===== src/rtl/ble_cmd_scheduler.sv =====
// BLE command scheduler: parses A5/CMD/ARG/CHK packets from a UART byte stream,
// buffers good commands in a FIFO and releases at most one per video frame.
module ble_cmd_scheduler #(
    parameter int FIFO_DEPTH     = 4,
    parameter int TIMEOUT_CYCLES = 74250
) (
    input  logic                          clk_in,
    input  logic                          rst_in,
    input  logic [7:0]                    byte_in,
    input  logic                          byte_valid_in,
    input  logic                          new_frame_in,
    input  logic                          cmd_ready_in,
    output logic                          cmd_valid_out,
    output logic [7:0]                    cmd_out,
    output logic [7:0]                    arg_out,
    output logic [$clog2(FIFO_DEPTH):0]   fifo_count_out,
    output logic [7:0]                    err_count_out,
    output logic                          overflow_out,
    output logic [1:0]                    parser_state_out
);

    localparam int AW = $clog2(FIFO_DEPTH);
    localparam int CW = AW + 1;
    localparam int TW = ($clog2(TIMEOUT_CYCLES) > 0) ? $clog2(TIMEOUT_CYCLES) : 1;
    localparam logic [TW-1:0] TO_LAST   = TW'(TIMEOUT_CYCLES - 1);
    localparam logic [CW-1:0] FULL_CNT  = CW'(FIFO_DEPTH);
    localparam logic [7:0]    HDR_BYTE  = 8'hA5;

    typedef enum logic [1:0] {
        HUNT    = 2'd0,
        GET_CMD = 2'd1,
        GET_ARG = 2'd2,
        GET_CHK = 2'd3
    } state_e;

    state_e          state_q, state_d;
    logic [TW-1:0]   to_cnt_q, to_cnt_d;
    logic [7:0]      pkt_cmd_q, pkt_cmd_d;
    logic [7:0]      pkt_arg_q, pkt_arg_d;
    logic            timeout;
    logic            pkt_ok;
    logic            pkt_bad;

    logic [15:0]     mem_q [FIFO_DEPTH];
    logic [AW-1:0]   wr_ptr_q, wr_ptr_d;
    logic [AW-1:0]   rd_ptr_q, rd_ptr_d;
    logic [CW-1:0]   count_q, count_d;
    logic            fifo_full;
    logic            fifo_empty;
    logic            push;
    logic            load;
    logic            drop;

    logic            valid_q, valid_d;
    logic [7:0]      cmd_q, cmd_d;
    logic [7:0]      arg_q, arg_d;
    logic            token_q, token_d;
    logic [7:0]      err_q, err_d;
    logic            ovf_q, ovf_d;

    // Parser FSM: state register
    always_ff @(posedge clk_in) begin
        if (!rst_in) begin
            state_q <= HUNT;
        end else begin
            state_q <= state_d;
        end
    end

    // Parser FSM: next state; only a byte strobe or the timeout moves it
    always_comb begin
        state_d = state_q;
        if (timeout) begin
            state_d = HUNT;
        end else if (byte_valid_in) begin
            case (state_q)
                HUNT:    state_d = (byte_in == HDR_BYTE) ? GET_CMD : HUNT;
                GET_CMD: state_d = GET_ARG;
                GET_ARG: state_d = GET_CHK;
                GET_CHK: state_d = HUNT;
                default: state_d = HUNT;
            endcase
        end
    end

    // Parser FSM: outputs (field latches, checksum verdict, timeout)
    always_comb begin
        pkt_cmd_d = pkt_cmd_q;
        pkt_arg_d = pkt_arg_q;
        timeout   = (state_q != HUNT) && !byte_valid_in && (to_cnt_q == TO_LAST);
        pkt_ok    = (state_q == GET_CHK) && byte_valid_in && (byte_in == (pkt_cmd_q ^ pkt_arg_q));
        pkt_bad   = (state_q == GET_CHK) && byte_valid_in && (byte_in != (pkt_cmd_q ^ pkt_arg_q));
        if (byte_valid_in && (state_q == GET_CMD)) begin
            pkt_cmd_d = byte_in;
        end
        if (byte_valid_in && (state_q == GET_ARG)) begin
            pkt_arg_d = byte_in;
        end
        if ((state_q == HUNT) || byte_valid_in || timeout) begin
            to_cnt_d = '0;
        end else begin
            to_cnt_d = to_cnt_q + TW'(1);
        end
    end

    always_ff @(posedge clk_in) begin
        if (!rst_in) begin
            to_cnt_q  <= '0;
            pkt_cmd_q <= '0;
            pkt_arg_q <= '0;
        end else begin
            to_cnt_q  <= to_cnt_d;
            pkt_cmd_q <= pkt_cmd_d;
            pkt_arg_q <= pkt_arg_d;
        end
    end

    // FIFO: a pop frees the head in the same cycle, so a full FIFO still accepts a push then
    always_comb begin
        fifo_full  = (count_q == FULL_CNT);
        fifo_empty = (count_q == '0);
        load       = !valid_q && token_q && !fifo_empty;
        push       = pkt_ok && (!fifo_full || load);
        drop       = pkt_ok && fifo_full && !load;
        wr_ptr_d   = push ? (wr_ptr_q + AW'(1)) : wr_ptr_q;
        rd_ptr_d   = load ? (rd_ptr_q + AW'(1)) : rd_ptr_q;
        count_d    = count_q;
        if (push && !load) begin
            count_d = count_q + CW'(1);
        end else if (!push && load) begin
            count_d = count_q - CW'(1);
        end
    end

    always_ff @(posedge clk_in) begin
        if (push) begin
            mem_q[wr_ptr_q] <= {pkt_cmd_q, pkt_arg_q};
        end
    end

    always_ff @(posedge clk_in) begin
        if (!rst_in) begin
            wr_ptr_q <= '0;
            rd_ptr_q <= '0;
            count_q  <= '0;
        end else begin
            wr_ptr_q <= wr_ptr_d;
            rd_ptr_q <= rd_ptr_d;
            count_q  <= count_d;
        end
    end

    // Output register, frame token and status counters
    always_comb begin
        valid_d = valid_q;
        cmd_d   = cmd_q;
        arg_d   = arg_q;
        if (load) begin
            valid_d = 1'b1;
            cmd_d   = mem_q[rd_ptr_q][15:8];
            arg_d   = mem_q[rd_ptr_q][7:0];
        end else if (valid_q && cmd_ready_in) begin
            valid_d = 1'b0;
        end
        // A frame strobe wins over the clear caused by a load in the same cycle
        if (new_frame_in) begin
            token_d = 1'b1;
        end else if (load) begin
            token_d = 1'b0;
        end else begin
            token_d = token_q;
        end
        err_d = err_q;
        if ((pkt_bad || timeout) && (err_q != 8'hFF)) begin
            err_d = err_q + 8'd1;
        end
        ovf_d = ovf_q | drop;
    end

    always_ff @(posedge clk_in) begin
        if (!rst_in) begin
            valid_q <= 1'b0;
            cmd_q   <= '0;
            arg_q   <= '0;
            token_q <= 1'b0;
            err_q   <= '0;
            ovf_q   <= 1'b0;
        end else begin
            valid_q <= valid_d;
            cmd_q   <= cmd_d;
            arg_q   <= arg_d;
            token_q <= token_d;
            err_q   <= err_d;
            ovf_q   <= ovf_d;
        end
    end

    assign cmd_valid_out    = valid_q;
    assign cmd_out          = cmd_q;
    assign arg_out          = arg_q;
    assign fifo_count_out   = count_q;
    assign err_count_out    = err_q;
    assign overflow_out     = ovf_q;
    assign parser_state_out = state_q;

endmodule


===== config.mk =====
export PLATFORM = sky130hd
export DESIGN_NAME = ble_cmd_scheduler
export DESIGN_NICKNAME = d
export VERILOG_FILES = /design/src/rtl/ble_cmd_scheduler.sv
export SDC_FILE = /design/constraint.sdc
export NUM_CORES = 1
export LEC_CHECK = 0
export BUFFER_PORTS_ARGS = -buffer_cell sky130_fd_sc_hd__clkbuf_2
export CORE_ASPECT_RATIO = 2
export CORE_MARGIN = 2
export CORE_UTILIZATION = 35
export DETAILED_ROUTE_END_ITERATION = 12
export GPL_ROUTABILITY_DRIVEN = 0
export PLACE_DENSITY = 0.6
export SYNTH_ARGS = -nofsm -noshare
export SYNTH_HDL_FRONTEND = slang
export SYNTH_SLANG_ARGS = --single-unit

===== constraint.sdc =====
create_clock -name clk_in -period 3.85 [get_ports clk_in]
set_input_delay 0.385 -clock clk_in [delete_from_list [all_inputs] [get_ports clk_in]]
set_output_delay 0.385 -clock clk_in [all_outputs]
set_load 0.05 [all_outputs]

==> flow_metrics.py, run 1 <==
metrics = {
    "run_status": {
        "outcome": "completed",
    },
    "drt": {
        "wire_per_inst_um": 16.1,
        "drc_errors": 0,
        "ant_nets": 0,
        "first_iter_violations": 170,
        "vias": 3603,
        "vias_per_cell": 5.01,
        "drt_wl_total_mm": 11.6,
        "drt_first_pass_iters": 4,
    },
    "clocking": {
        "post_cts_buffers": 0,
        "cts_tree": "yes",
        "h-tree-depth": 4,
        "ctsResizeCount": 0,
        "clock_latency_ps": 410,
        "clockBufferDepth": 2,
        "cts_buffers": 17,
        "clock_sinks": 133,
        "clk_pin_slew_worst_paths_ps": 60,
        "hold_buffers": 0,
        "cts_root_buf": "clkbuf_16",
    },
    "sta": {
        "finalSetupTns_ps": 0,
        "post-route-period-util_pct": 77.8,
        "worst_clock_skew_ps": 5.90,
        "fin_ws_ps": 853,
        "finalHoldViolCount": 0,
        "worstMarginPinSlew_ps": 1040,
        "max_freq_mhz": 334,
        "holdWs_ps": 210,
        "setup_viol": 0,
        "slew-limit-headroom_pct": 30.7,
        "min_period_ps": 3000,
        "drv_slew": 0,
        "rsz0062_at_grt": "false",
    },
    "cells_and_area": {
        "insertedDiodeCount": 0,
        "syn2layout_area_growth_pct": 18.2,
        "multi_input_area_um2": 2240,
        "fin_nets": 532,
        "regArea_um2": 3300,
        "fillCellCount": 1528,
        "drive_gt1_share_pct": 19.9,
        "fin_area_um2": 6670,
        "postLayoutCoreUtil_pct": 42.3,
    },
    "worst_setup_path": {
        "slowest_delay_ps": 530,
        "arrival_ps": 3330,
        "crit_fanout": 8,
        "cp_cell_sequence": "xnor3_1 -> nand4_1 -> nor4_4 -> ha_1 -> inv_1 -> fa_1 -> xor2_1 -> or3_1 -> a21boi_0",
        "slowest_stage": "nor4_4",
        "crit_path_start_kind": "register",
        "r2r_cells": 9,
        "critPathKind": "register to register",
        "cp.required_ps": 4190,
        "end_kind": "register",
    },
    "logic_synthesis": {
        "synth_ff_type": "dfxtp_1",
        "netlist.area_leader.share_pct": 34.1,
        "yosysTopAreaCell": "edfxtp_1",
        "synth_seq_area_share_pct": 58.5,
        "syn_area_um2": 5640,
        "netlist_top_cells_area": "edfxtp_1 (34%), dfxtp_1 (24%), mux4_2 (6.4%)",
        "synth.yosys.warnings": 0,
        "synth_commonest_cells": "dfxtp_1 (69), nand2_1 (68), edfxtp_1 (64), a21boi_0 (34), nand3_1 (34)",
        "async_flop_share_pct": 0,
        "synth_cells": 454,
        "syn-num-nets": 481,
        "synth_edf_count": 64,
        "synthMostInstantiatedCell": "dfxtp_1",
        "synth_cell_types": 47,
        "postSynthAreaPerCell_um2": 12.4,
        "ys_seq_elements": 133,
    },
    "global_route": {
        "antenna_found_initial": 0,
        "overflow": 0,
        "grt_pass1_vias": 3761,
        "grt_pass1_wl_mm": 19.2,
        "grt.total_usage_pct": 14.5,
        "grt_max_degree": 61,
    },
    "flow_run": {
        "timing.max_cap.violations": 0,
    },
    "power": {
        "p_leak_uw": 0.00235,
        "p_per_area_nw_per_um2": 490,
        "vdd_drop_max_uv": 325,
    },
    "placement": {
        "dp_hpwl_mm": 8.19,
        "placed_area_um2": 6090,
        "port_buffers": 43,
        "pre_cts_ws_ps": 729,
    },
    "floorplan": {
        "dieArea_um2": 17200,
        "initial_core_util_pct": 35.8,
        "fp.dieH_um": 184,
        "io-pin-count": 44,
        "core_um2": 15800,
        "die_width_um": 93.8,
        "fp-row-count": 65,
    },
    "min_path": {
        "whs_path_depth": 3,
        "min_path_type": "input pin to register",
    },
}
[sequential cells by signal (all words and copies together), names as in the netlist]
signal            count
fifo_count_out        3
rd_ptr_q              2
pkt_cmd_q             8
wr_ptr_q              2
pkt_arg_q             8
arg_out               8
overflow_out          1
parser_state_out      2
err_count_out         8
cmd_valid_out         1
cmd_out               8
mem_q                64
to_cnt_q             17
token_q               1
[stage by stage]
| stage | total power, uW | std cells |
|---|---|---|
| floorplan | 1690 | 454 |
| global placement | 1750 | 687 |
| detailed placement | 1750 | 687 |
| CTS | 3310 | 719 |
| global route | 3390 | 719 |
| finish | 3270 | 719 |
[logic make-up after synthesis]
group,count (synthesis),share of synthesized area (%)
fa+ha+maj,14,3.24
compound gates,55,7.14
buf+inv,27,1.84
flops,133,58.5
xor+xnor,27,6.14
mux,24,7.80
simple gates,174,15.3
[critical path: cells and delay by family, from the launching register on]
family	cells	cell delay [ps]
and+or+nand+nor	3	1120
DFF	1	350
adders and majority gates	2	640
buffers and inverters	1	60
xor gates and xnor gates	2	570
AOI/OAI and AO/OA	1	170
[placed cells by master (no fill, tap or decap), drive strengths merged, types with 5 or more instances in the layout]
| cell | Yosys | final |
|---|---|---|
| mux4 | 16 | 16 |
| ha | 13 | 13 |
| buf | 3 | 7 |
| edfxtp | 64 | 64 |
| nand2 | 68 | 68 |
| and3 | 6 | 6 |
| nand3 | 34 | 34 |
| a21boi | 35 | 35 |
| xnor3 | 8 | 8 |
| xor2 | 12 | 12 |
| dfxtp | 69 | 69 |
| nand2b | 7 | 7 |
| a21oi | 5 | 5 |
| mux2i | 8 | 8 |
| and2 | 7 | 7 |
| clkbuf | 15 | 63 |
| nor2 | 26 | 26 |
| inv | 9 | 13 |
| nor2b | 5 | 5 |
| xnor2 | 7 | 7 |
[path summary, 6_finish.rpt]
path | slack (ps) | startpoint | endpoint
worst max-delay path | 850 | pkt_arg_q[0] | fifo_count_out[2]
worst min register to register | 470 | arg_out[2] | arg_out[2]
worst min-delay path | 210 | new_frame_in | token_q
worst max register to register | 850 | pkt_arg_q[0] | fifo_count_out[2]
[cell type report]
type / count / share of cell area, %
Sequential cell: 133 / 49.5
Multi-Input combinational cell: 294 / 33.5
Clock buffer: 20 / 6.85
Timing Repair Buffer: 50 / 4.01
Tap cell: 201 / 3.77
Clock inverter: 12 / 1.80
Inverter: 9 / 0.506
[routing by layer]
layer,up-vias,part of all wire (%),track usage [%]
li1,1742,-,-
met1,1773,38,15.2
met2,71,56,26.8
met3,17,3.4,3.61
met4,0,2.4,6.43
met5,-,0,0
[where the power goes]
group	total (uW)	switching [uW]	internal (uW)	leakage [uW]
Sequential	1510	18.6	1490	0.00114
Combinational	208	127	80.8	0.000939
Clock	1550	620	933	0.000273
Total	3270	765	2510	0.00235
Power figures use the tool's default switching activity.
==> run 2: changes to the inputs <==
Settings changed: ABC_AREA set to 1, PLACE_DENSITY 0.6 to 0.62.
Clock period 3.85 ns to 2.5 ns, I/O delays scaled along.
==> run 2 against run 1 <==
Compared with the run above:
- die area grew 0.49%
- cell count grew 23%
- maximum frequency grew 33%
- total power grew 62%
- sequential share of layout area shrank 0.71 points
- synthesized cell count grew 36%
- critical path depth grew 8
- utilization grew 0.68 points
- largest power group unchanged
- highest routed layer unchanged
==> flow_metrics.py, run 2 <==
metrics = {
    "run_status": {
        "outcome": "completed",
    },
    "logic_synthesis": {
        "syn-num-nets": 643,
        "synth_seq_area_share_pct": 58.2,
        "synth_cell_types": 36,
        "synth_cells": 616,
        "postSynthAreaPerCell_um2": 9.21,
        "async_flop_share_pct": 0,
        "synth_edf_count": 64,
        "synth.yosys.warnings": 0,
        "syn_area_um2": 5670,
        "synth_ff_type": "dfxtp_1",
        "synth_commonest_cells": "nor2_1 (114), nand2_1 (77), o21ai_0 (71), dfxtp_1 (69), edfxtp_1 (64)",
        "yosysTopAreaCell": "edfxtp_1",
        "synthMostInstantiatedCell": "nor2_1",
        "netlist_top_cells_area": "edfxtp_1 (34%), dfxtp_1 (24%), nor2_1 (7.5%)",
        "netlist.area_leader.share_pct": 33.9,
        "ys_seq_elements": 133,
    },
    "power": {
        "p_per_area_nw_per_um2": 776,
        "p_leak_uw": 0.00266,
        "vdd_drop_max_uv": 528,
    },
    "min_path": {
        "whs_path_depth": 3,
        "min_path_type": "input pin to register",
    },
    "clocking": {
        "cts_buffers": 17,
        "cts_tree": "yes",
        "cts_root_buf": "clkbuf_16",
        "clock_sinks": 133,
        "clock_latency_ps": 420,
        "h-tree-depth": 4,
        "clockBufferDepth": 2,
        "clk_pin_slew_worst_paths_ps": 60,
    },
    "global_route": {
        "grt_pass1_vias": 4327,
        "grt_pass1_wl_mm": 20.6,
        "overflow": 0,
        "antenna_found_initial": 0,
        "grt_max_degree": 34,
        "grt.total_usage_pct": 15.5,
    },
    "worst_setup_path": {
        "arrival_ps": 2590,
        "crit_path_start_kind": "register",
        "crit_fanout": 6,
        "crit_family": "simple AND/OR/NAND/NOR gates",
        "ff2ff_setup_slack_ps": 240,
        "path_buf_inv": 2,
        "worst_path_most_repeated_cell": "nand2_1",
        "cp.required_ps": 2840,
        "cp_cell_sequence": "inv_1 -> nand2_1 -> nand2_1 -> nand2_1 -> nand2_1 -> nand2_2 -> nor2_2 -> nand2_2 -> nor3_4 -> ha_2 -> inv_2 -> fa_2 -> nor2_2 -> nor2_1 -> nand2_1 -> o21ai_1 -> a21oi_1",
        "end_kind": "register",
        "worst-path-stages": 17,
        "slowest_delay_ps": 360,
        "r2r_cells": 17,
        "slowest_stage": "dfxtp_4",
        "critPathKind": "register to register",
    },
    "sta": {
        "max_freq_mhz": 443,
        "post-route-period-util_pct": 90.2,
        "worstMarginPinSlew_ps": 921,
        "worst_clock_skew_ps": 11.9,
        "finalSetupTns_ps": 0,
        "setup_viol": 0,
        "drv_slew": 0,
        "min_period_ps": 2260,
        "finalHoldViolCount": 0,
        "slew-limit-headroom_pct": 38.5,
    },
    "drt": {
        "met2WireLength_mm": 6.97,
        "m1WireLength_mm": 4.68,
        "vias": 4289,
        "ant_nets": 0,
        "vias_per_cell": 4.86,
        "wire_per_inst_um": 14.0,
        "first_iter_violations": 249,
        "drt_wl_total_mm": 12.4,
        "dr_wl_met3_um": 489,
        "drt_first_pass_iters": 4,
        "top_layer": "met4",
        "drc_errors": 0,
    },
    "floorplan": {
        "fp-row-count": 65,
        "core_um2": 15900,
        "fp.dieH_um": 184,
        "io-pin-count": 44,
        "initial_core_util_pct": 35.8,
        "die_width_um": 94.0,
        "dieArea_um2": 17300,
    },
    "cells_and_area": {
        "top_register": "mem_q",
        "final_common_cell": "nor2_1",
        "largest_reg_flops": 64,
        "insertedDiodeCount": 0,
        "fin_nets": 696,
        "final_cell_mix": "nor2_1 (113), nand2_1 (75), o21ai_0 (70)",
        "drive_gt1_share_pct": 19.5,
        "syn2layout_area_growth_pct": 20.1,
        "fin_area_um2": 6810,
        "postLayoutCoreUtil_pct": 43.0,
        "top_regs": "mem_q (64), to_cnt_q (17)",
        "fillCellCount": 1510,
    },
    "placement": {
        "dp_hpwl_mm": 8.63,
        "port_buffers": 43,
        "placed_area_um2": 6120,
    },
    "flow_run": {
        "timing.max_cap.violations": 0,
    },
}
[run 2: cell types whose count changed in the layout (fill, tap and decap cells not counted), sizes merged, moves of 14 or more]
cell,before,now
inv,13,65
nand2,68,82
nor2,26,120
a21oi,5,39
a31oi,2,16
mux4,16,0
a21boi,35,0
o21ai,4,71
[run 2: cell families after synthesis]
family | after synthesis | share of synthesized area, %
DFF | 133 | 58.2
buffers and inverters | 84 | 5.78
and+or+nand+nor | 251 | 20.2
adders and majority gates | 14 | 3.22
xor gates and xnor gates | 4 | 0.617
AOI/OAI and AO/OA | 130 | 12.0
[run 2: power by group]
| group | leakage [uW] | internal, uW | switching [uW] |
|---|---|---|---|
| sequential | 0.00117 | 2290 | 20.3 |
| clock | 0.000310 | 1680 | 955 |
| combinational | 0.00118 | 88.1 | 255 |
[run 2: layout make-up]
cell class	instances	area (um2)	area share, %
multi-input cells	399	2060	30.2
repair buffers	57	320	4.70
well taps	201	251	3.69
clock buffers	17	425	6.24
flip-flops and latches	133	3330	48.8
inverters	61	229	3.36
clock inverters	15	200	2.94
[run 2: final timing paths]
path,start,endpoint
worst min-delay path,new_frame_in,token_q
worst max-delay path,pkt_arg_q[6],fifo_count_out[2]
worst min register to register,to_cnt_q[16],to_cnt_q[16]
worst max register to register,pkt_arg_q[6],fifo_count_out[2]
[run 2: worst min-delay path: stages]
cell	delay (ps)
clkbuf_2	80
a21oi_1	30
nor2_1	70
[run 2: metrics by stage]
stage	hold WS [ps]	total power, uW	std cells	setup slack, ps
finish	52.5	5290	883	244
global route	42.6	5470	883	-9.50
CTS	37.5	5340	879	77.8
detailed placement	458	2710	847	118
global placement	446	2700	847	166
floorplan	367	2610	616	35.0
[run 2: timing repair]
item,CTS,global route
endpoints found under the setup margin,0,1
gates resized for setup,0,24
buffers inserted,0,4
hold buffers,0,0
[run 2: layer usage]
layer | up-vias | global-route usage, %
li1 | 2173 | -
met4 | 0 | 7.19
met2 | 88 | 29.0
met3 | 17 | 4.31
met5 | - | 0
met1 | 2011 | 15.2
